$ cat src/rtl/cu_pkg.sv
// Shared definitions for the vector control unit: state encoding, opcodes, widths.
package cu_pkg;

  localparam int unsigned ST_W = 3;

  typedef enum logic [ST_W-1:0] {
    ST_IDLE   = 3'd0,
    ST_LOAD_A = 3'd1,
    ST_LOAD_B = 3'd2,
    ST_EXEC   = 3'd3,
    ST_WRITE  = 3'd4,
    ST_DONE   = 3'd5
  } state_e;

  localparam logic [1:0] OP_MUL  = 2'b00;
  localparam logic [1:0] OP_ADD  = 2'b01;
  localparam logic [1:0] OP_SUB  = 2'b10;
  localparam logic [1:0] OP_PASS = 2'b11;

endpackage

$ cat src/rtl/cu_addr_gen.sv
// Address generator: latches base addresses and length, tracks the element
// index and produces base+i addresses that wrap modulo 2^ADDR_W.
module cu_addr_gen #(
  parameter int unsigned ADDR_W = 3,
  parameter int unsigned CNT_W  = 4
) (
  input  logic              clk,
  input  logic              reset,
  input  logic              latch,
  input  logic              advance,
  input  logic [ADDR_W-1:0] adr1,
  input  logic [ADDR_W-1:0] adr2,
  input  logic [ADDR_W-1:0] dest_adr,
  input  logic [CNT_W-1:0]  len,
  output logic [ADDR_W-1:0] a_adr,
  output logic [ADDR_W-1:0] b_adr,
  output logic [ADDR_W-1:0] w_adr,
  output logic [CNT_W-1:0]  idx,
  output logic              last
);

  logic [ADDR_W-1:0] adr1_q, adr1_d;
  logic [ADDR_W-1:0] adr2_q, adr2_d;
  logic [ADDR_W-1:0] dest_q, dest_d;
  logic [CNT_W-1:0]  len_q, len_d;
  logic [CNT_W-1:0]  i_q, i_d;

  // Capture bases on run start, step the element index after each write.
  always_comb begin
    adr1_d = adr1_q;
    adr2_d = adr2_q;
    dest_d = dest_q;
    len_d  = len_q;
    i_d    = i_q;
    if (latch) begin
      adr1_d = adr1;
      adr2_d = adr2;
      dest_d = dest_adr;
      len_d  = len;
      i_d    = '0;
    end else if (advance) begin
      i_d = i_q + 1'b1;
    end
  end

  // Base, length and index registers.
  always_ff @(posedge clk) begin
    if (reset) begin
      adr1_q <= '0;
      adr2_q <= '0;
      dest_q <= '0;
      len_q  <= '0;
      i_q    <= '0;
    end else begin
      adr1_q <= adr1_d;
      adr2_q <= adr2_d;
      dest_q <= dest_d;
      len_q  <= len_d;
      i_q    <= i_d;
    end
  end

  // Truncating the sum to ADDR_W gives the wrap-around addressing.
  always_comb begin
    a_adr = ADDR_W'(adr1_q + ADDR_W'(i_q));
    b_adr = ADDR_W'(adr2_q + ADDR_W'(i_q));
    w_adr = ADDR_W'(dest_q + ADDR_W'(i_q));
    idx   = i_q;
    last  = (i_q == len_q - 1'b1);
  end

endmodule

$ cat src/rtl/vec_cu.sv
// Vector control unit: sequences load A / load B / exec / write for each
// element of a vector run, with start/busy/done handshake.
module vec_cu
  import cu_pkg::*;
#(
  parameter int unsigned ADDR_W   = 3,
  parameter int unsigned CNT_W    = 4,
  parameter int unsigned EXEC_CYC = 1
) (
  input  logic              clk,
  input  logic              reset,
  input  logic              start,
  input  logic [1:0]        op,
  input  logic [ADDR_W-1:0] adr1,
  input  logic [ADDR_W-1:0] adr2,
  input  logic [ADDR_W-1:0] dest_adr,
  input  logic [CNT_W-1:0]  len,
  output logic              rf_we,
  output logic [ADDR_W-1:0] rf_adr,
  output logic              ld_sel,
  output logic              alu_en,
  output logic [1:0]        alu_op,
  output logic              ram_we,
  output logic [ADDR_W-1:0] ram_adr,
  output logic [CNT_W-1:0]  elem_idx,
  output logic [ST_W-1:0]   st_out,
  output logic              busy,
  output logic              done
);

  localparam int unsigned EW = (EXEC_CYC > 1) ? $clog2(EXEC_CYC) : 1;

  state_e            state_q, state_d;
  logic [1:0]        op_q, op_d;
  logic [EW-1:0]     ecnt_q, ecnt_d;
  logic              latch, advance, last;
  logic [ADDR_W-1:0] a_adr, b_adr, w_adr;
  logic [CNT_W-1:0]  idx;

  assign latch   = (state_q == ST_IDLE) && start;
  assign advance = (state_q == ST_WRITE) && !last;

  cu_addr_gen #(
    .ADDR_W (ADDR_W),
    .CNT_W  (CNT_W)
  ) u_addr_gen (
    .clk      (clk),
    .reset    (reset),
    .latch    (latch),
    .advance  (advance),
    .adr1     (adr1),
    .adr2     (adr2),
    .dest_adr (dest_adr),
    .len      (len),
    .a_adr    (a_adr),
    .b_adr    (b_adr),
    .w_adr    (w_adr),
    .idx      (idx),
    .last     (last)
  );

  // Next-state, opcode latch and exec-latency counter.
  always_comb begin
    state_d = state_q;
    op_d    = op_q;
    ecnt_d  = ecnt_q;
    case (state_q)
      ST_IDLE: begin
        if (start) begin
          op_d    = op;
          state_d = (len == '0) ? ST_DONE : ST_LOAD_A;
        end
      end
      ST_LOAD_A: state_d = ST_LOAD_B;
      ST_LOAD_B: begin
        ecnt_d  = EW'(EXEC_CYC - 1);
        state_d = ST_EXEC;
      end
      ST_EXEC: begin
        if (ecnt_q != '0) ecnt_d = ecnt_q - 1'b1;
        else              state_d = ST_WRITE;
      end
      ST_WRITE: state_d = last ? ST_DONE : ST_LOAD_A;
      ST_DONE:  state_d = ST_IDLE;
      default:  state_d = ST_IDLE;
    endcase
  end

  // State registers; reset aborts any run in progress.
  always_ff @(posedge clk) begin
    if (reset) begin
      state_q <= ST_IDLE;
      op_q    <= '0;
      ecnt_q  <= '0;
    end else begin
      state_q <= state_d;
      op_q    <= op_d;
      ecnt_q  <= ecnt_d;
    end
  end

  // Moore output decode from registered state and latched values.
  always_comb begin
    rf_we    = 1'b0;
    rf_adr   = '0;
    ld_sel   = 1'b0;
    alu_en   = 1'b0;
    alu_op   = '0;
    ram_we   = 1'b0;
    ram_adr  = '0;
    elem_idx = '0;
    busy     = 1'b0;
    done     = 1'b0;
    st_out   = state_q;
    case (state_q)
      ST_LOAD_A: begin
        rf_we = 1'b1; rf_adr = a_adr;
        busy = 1'b1; elem_idx = idx;
      end
      ST_LOAD_B: begin
        rf_we = 1'b1; rf_adr = b_adr; ld_sel = 1'b1;
        busy = 1'b1; elem_idx = idx;
      end
      ST_EXEC: begin
        alu_en = 1'b1; alu_op = op_q;
        busy = 1'b1; elem_idx = idx;
      end
      ST_WRITE: begin
        ram_we = 1'b1; ram_adr = w_adr;
        busy = 1'b1; elem_idx = idx;
      end
      ST_DONE: begin
        done = 1'b1;
        busy = 1'b1; elem_idx = idx;
      end
      default: ;
    endcase
  end

endmodule

$ cat config.mk
export PLATFORM = sky130hd
export DESIGN_NAME = vec_cu
export DESIGN_NICKNAME = d
export VERILOG_FILES = /design/src/rtl/cu_pkg.sv /design/src/rtl/cu_addr_gen.sv /design/src/rtl/vec_cu.sv
export SDC_FILE = /design/constraint.sdc
export NUM_CORES = 1
export LEC_CHECK = 0
export ABC_CLOCK_PERIOD_IN_PS = 4290
export BUFFER_PORTS_ARGS = -buffer_cell sky130_fd_sc_hd__buf_2
export CAP_MARGIN = 30
export CORE_MARGIN = 2
export CORE_UTILIZATION = 43
export DETAILED_ROUTE_END_ITERATION = 6
export PLACE_DENSITY = 0.65
export REMOVE_ABC_BUFFERS = 1
export SLEW_MARGIN = 25
export SYNTH_ARGS = -nofsm -noshare
export SYNTH_HDL_FRONTEND = slang
export SYNTH_SLANG_ARGS = --single-unit
$ cat constraint.sdc
create_clock -name clk -period 4.29 [get_ports clk]
set_clock_uncertainty 0.1 [all_clocks]
set_input_delay 0.858 -clock clk [delete_from_list [all_inputs] [get_ports clk]]
set_output_delay 0.858 -clock clk [all_outputs]
set_load 0.01 [all_outputs]
# After elaboration in Yosys (flattened, before gate mapping)

Index checks and enable logic that the tools add are counted.

Bits in registers: 23
Bits in latches: 0
Memory bits (writable): 0
Memory bits (read-only): 0
Logic and storage cells: 50
Memories kept: 0

Add/subtract/negate cells: 6
Multiply operators: 0
Divide/modulo/power cells: 0
Magnitude comparators: 0
Eq/ne operators: 8
Shifts and indexed selects: 0
Multiplexer cells: 17
Bitwise logic cells: 0
Reduce and logical (&&, ||, !) cells: 11

Operator list:

| operator                                                           | count |
|---|---|
| 3-bit 2-to-1 mux                                                   | 5 |
| 3-bit case mux with 5 select lines                                 | 1 |
| 3-bit adder                                                        | 3 |
| 1-bit 2-to-1 mux                                                   | 7 |
| 3-bit by 2-bit == test with 1-bit output, second input constant    | 2 |
| 3-bit == test, second input constant                               | 2 |
| 3-bit case mux with 2 select lines                                 | 1 |
| 5-bit OR reduction                                                 | 1 |
| 4-bit by 1-bit adder with 4-bit output, second input constant      | 1 |
| 4-bit == test                                                      | 1 |
| 4-bit zero test                                                    | 1 |
| 4-bit 2-to-1 mux                                                   | 1 |
| 2-bit inequality test, second input constant                       | 2 |
| 2-bit AND reduction                                                | 2 |
| 2-bit OR reduction                                                 | 2 |
| 4-bit by 1-bit subtractor with 4-bit output, second input constant | 1 |
| 3-bit by 1-bit == test with 1-bit output, second input constant    | 1 |
| 3-bit zero test                                                    | 1 |
| 1-bit logical AND                                                  | 2 |
| 2-bit 2-to-1 mux                                                   | 1 |
| 1-bit case mux with 2 select lines                                 | 1 |
| 2-bit nonzero test                                                 | 1 |
| 1-bit zero test                                                    | 1 |
| 1-bit subtractor, second input constant                            | 1 |

# Depth between registers and ports, before layout

Depth after elaboration: 4
Mapped depth: 8
Depth with buffers taken out: 7

# Modules after synthesis

From an unflattened synthesis, not the netlist that was laid out.

Cells, all modules: 133
Area, all modules: 1285.0 sq um

By module, submodules not included:

| module      | times used | cells each | area each (sq um) | seq. area each (sq um) |
|---|---|---|---|---|
| cu_addr_gen | 1          | 82         | 872.1             | 340.3 |
| vec_cu      | 1          | 51         | 412.9             | 100.1 |

# Worst setup path after synthesis

No wires, ideal clock.

Path kind: flip-flop to output port
Start point: register state_q[1], in the netlist st_out[1]
End point: output rf_adr[2]
Arrival: 2.588 ns
Data required time: 3.332 ns
Slack: 0.744 ns
Stages on the path, launching flop included: 9
Buffers on the path: 1
Cell sequence: dfxtp_1 -> buf_2 -> nor3b_1 -> mux2_2 -> ha_1 -> fa_1 -> xor2_1 -> xnor2_1 -> and2_1

Word-level cells in the longest chain between the ends: 2
Elaborated cells between the ends (all ways): 3
Those cells by class: eq/ne: 2; mux: 1

Ends and longest elaborated chain:

| element                                                                                                     | RTL line      | RTL |
|---|---|---|
| from (decl)                                                                                                 | vec_cu.sv:33  | `state_e state_q, state_d;` |
| from (signal assigned)                                                                                      | vec_cu.sv:96  | `state_q <= state_d;` |
| 3-bit by 2-bit == test with 1-bit output / 3-bit by 1-bit == test with 1-bit output (equally long branches) | vec_cu.sv:115 | `case (state_q)` |
| 3-bit case mux with 2 select lines (*)                                                                      | vec_cu.sv:115 |  |
| to (decl)                                                                                                   | vec_cu.sv:19  | `output logic [ADDR_W-1:0] rf_adr,` |

Mark *: on every way between the ends. The rest lies on a longest branch, timed or not.

# Worst setup path in the final report

Same ends and word-level chain as after synthesis.

==> qor.csv <==
metric;value;unit
outcome;completed;
DP Worst Slack;0.720;ns
# hold bufs at CTS;0;
hold_sp;u_addr_gen.adr1_q[2]$_SDFFE_PP0P_;
Worst R2R Start;u_addr_gen.len_q[0]$_SDFFE_PP0P_;
CTS tree;done;
Core Area;0.00300;mm^2
Area Overhead vs Synth;17.6;%
sequential-to-total area share from yosys stat;32.9;%
GRT overflow;0;
CTS sink cnt;22;
flops & latches, synth;22;
final hold viol count;0;
r2r endpoint;st_out[2]$_SDFFE_PP0P_;
r2r worst-path depth;6;
initial core utilization;44.6;%
Tmin final;3.91;ns
RSZ-0062 raised after global routing;no;
Critical Path, Cell by Cell;nor3b_1 > mux2_2 > ha_1 > fa_1 > xor2_1 > xnor2_1 > and2_1 > buf_2;
total power;488;uW
CP max stage cell;dfxtp_1;
via/cell ratio;5.42;
# Post-CTS Setup Buffers;0;
Vias;1263;
die area;0.00358;mm^2
Fmax achieved;0.255;GHz
post-synth top area share;32.9;%
Crit. End Element;output port;
post-DR wirelength/cell;13.1;um
Mapped Cells;167;
relative slew slack;63.0;%
Worst Hold Class;flip-flop to flip-flop;
WP data required;3.33;ns
r2r setup slk;2.23;ns
Crit Path Category;flip-flop to output port;
final-report max-slew violation count;0;
layout cells sized above 1;23.5;%
placed cell count;229;
Worst Setup Start Kind;flip-flop;
Post-DP HPWL;2290;um
Cell Area, Synth;0.00134;mm^2
DRT Pass-1 Iters;4;
Peak VDD IR;0.157;mV
CP Max Fanout;12;
GR Util All Layers;18.7;%
Post-CTS Resized;0;
crit-path max cell delay;0.58;ns
nets;225;
DR DRC count;0;
Worst Hold Depth;2;
critical path's top delay family;simple AND/OR/NAND/NOR gates;
Crit path buffers/inverters;1;
first-pass GRT wire length;5200;um
CTS Buf Count;3;
final wirelength;3060;um
clock slew at reported path FFs;0.12;ns
Routed Antenna Nets;0;
post-synthesis area per instance;8.02;um^2
Min-Delay Endpoint;u_addr_gen.adr1_q[2]$_SDFFE_PP0P_;
PD cells;310;mW/mm^2
setup tns final;0;ns
Worst Path Arrival;2.96;ns
I/O pins;39;
Slew @ Worst Pin;0.553;ns
Setup violations, final;0;
synth unique cells;34;
max-cap violations;0;
main area contributors after synthesis;dfxtp_1 33%, nand2_1 9.0%, a21oi_1 7.5%, and2_1 5.1%, xnor2_1 4.6%;
largest net degree at the start of global routing;30;
routability cong.;0.755;
n_diodes;0;
DR iter-0 viols;70;
vias in the first global route;1140;
# fillers;303;
Leakage Power;0.689;nW
yosys warns;0;
Port-buffer cells;38;
fin crit share;91.2;%
non-filler cells, final;233;
Worst-Skew Late Latency;0.30;ns
clk buf depth;2;
Die W;59.8;um
top cell type by total area after synthesis;dfxtp_1;
Root Driver;clkbuf_4;
antenna violations before repair;0;
worst setup slack after layout;0.375;ns
die height;59.8;um
row count;20;
H-Tree Depth;1;
[cells in the mapped netlist]
cell	n
a2111oi_0	2
a21o_1	1
a21oi_1	20
a32oi_1	1
and2_1	11
buf_2	3
buf_6	2
clkbuf_1	5
dfxtp_1	22
fa_1	2
ha_1	4
inv_1	6
mux2_2	2
mux2i_1	1
nand2_1	32
nand2b_1	2
nand3_1	10
nor2_1	6
nor2b_1	1
nor3_1	3
nor3b_1	1
nor4_1	6
nor4b_1	4
nor4b_4	1
o211ai_1	1
o21ai_0	3
o311ai_0	1
or2_2	1
or2b_1	1
or3b_1	1
or4_1	1
xnor2_1	7
xor2_1	2
xor3_1	1
[cell usage in the layout, fill, tap and decap left out, types with 4 or more instances in the layout]
master / count
ha_1: 4
nand3_1: 10
xnor2_1: 7
nor2_1: 6
nor4_1: 6
dfxtp_1: 22
a21oi_1: 20
nand2_1: 32
buf_2: 38
nor4b_1: 4
and2_1: 11
inv_1: 6
[final cells by class]
class                   instances  area, um^2  share of cell area [%]
inverters                       6        22.5                    1.43
flip-flops and latches         22         440                    28.0
multi-input cells             129         820                    52.1
clock buffers                   3        22.5                    1.43
well taps                      33        41.3                    2.62
clock inverters                 1        30.0                    1.91
repair buffers                 39         198                    12.6
[stage by stage]
stage	cell area, um^2	util [%]	hold WS [ns]
finish	1570	52.4	0.363
global route	1570	52.4	0.392
CTS	1570	52.4	0.368
detailed placement	1520	50.7	0.349
global placement	1520	50.7	0.344
floorplan	1280	-	0.326
[sequential cells by signal (all words and copies together), names as in the netlist]
register and flops:
op_q 2, st_out 3, u_addr_gen.len_q 4, u_addr_gen.dest_q 3
u_addr_gen.idx 4, u_addr_gen.adr1_q 3, u_addr_gen.adr2_q 3
[worst min-delay path, delay by kind of cell, from the launching register on]
kind            cells  cell delay, ns
flops               1            0.33
simple gates        1            0.05
compound gates      1            0.05
[routing by layer]
| layer | vias up | part of all wire, % | track usage (%) |
|---|---|---|---|
| met2 | 40 | 46 | 30.4 |
| met5 | - | 0 | 0 |
| met3 | 2 | 5.7 | 3.68 |
| li1 | 643 | - | - |
| met4 | 0 | 0.20 | 1.90 |
| met1 | 578 | 48 | 26.4 |
[worst max-delay path by stage]
stage / from / end / slack, ns / cells past startpoint
after global routing: st_out[1]$_SDFFE_PP0P_ / rf_adr[2] / 0.15 / 8
after global placement: st_out[1]$_SDFFE_PP0P_ / rf_adr[2] / 0.82 / 8
final: st_out[1]$_SDFFE_PP0P_ / rf_adr[2] / 0.38 / 8
after detailed placement: st_out[1]$_SDFFE_PP0P_ / rf_adr[2] / 0.72 / 8
after CTS: st_out[1]$_SDFFE_PP0P_ / rf_adr[2] / 0.36 / 8
after floorplan: st_out[1]$_SDFFE_PP0P_ / rf_adr[2] / 0.75 / 7
[cells by family after synthesis]
group                    synth area share [%]
AO/OA/AOI/OAI                            12.3
XOR/XNOR                                 7.66
adder cells (fa/ha/maj)                  6.73
buffers and inverters                    5.89
flip-flops                               32.9
multiplexers                             2.43
AND/OR/NAND/NOR                          32.1
[report_power, final]
part           total, mW  internal, mW  switching [mW]
Clock              0.158        0.0943          0.0640
Combinational      0.100        0.0400          0.0602
Sequential         0.230         0.217          0.0128
Note: power is estimated with default switching activity, not from simulation.
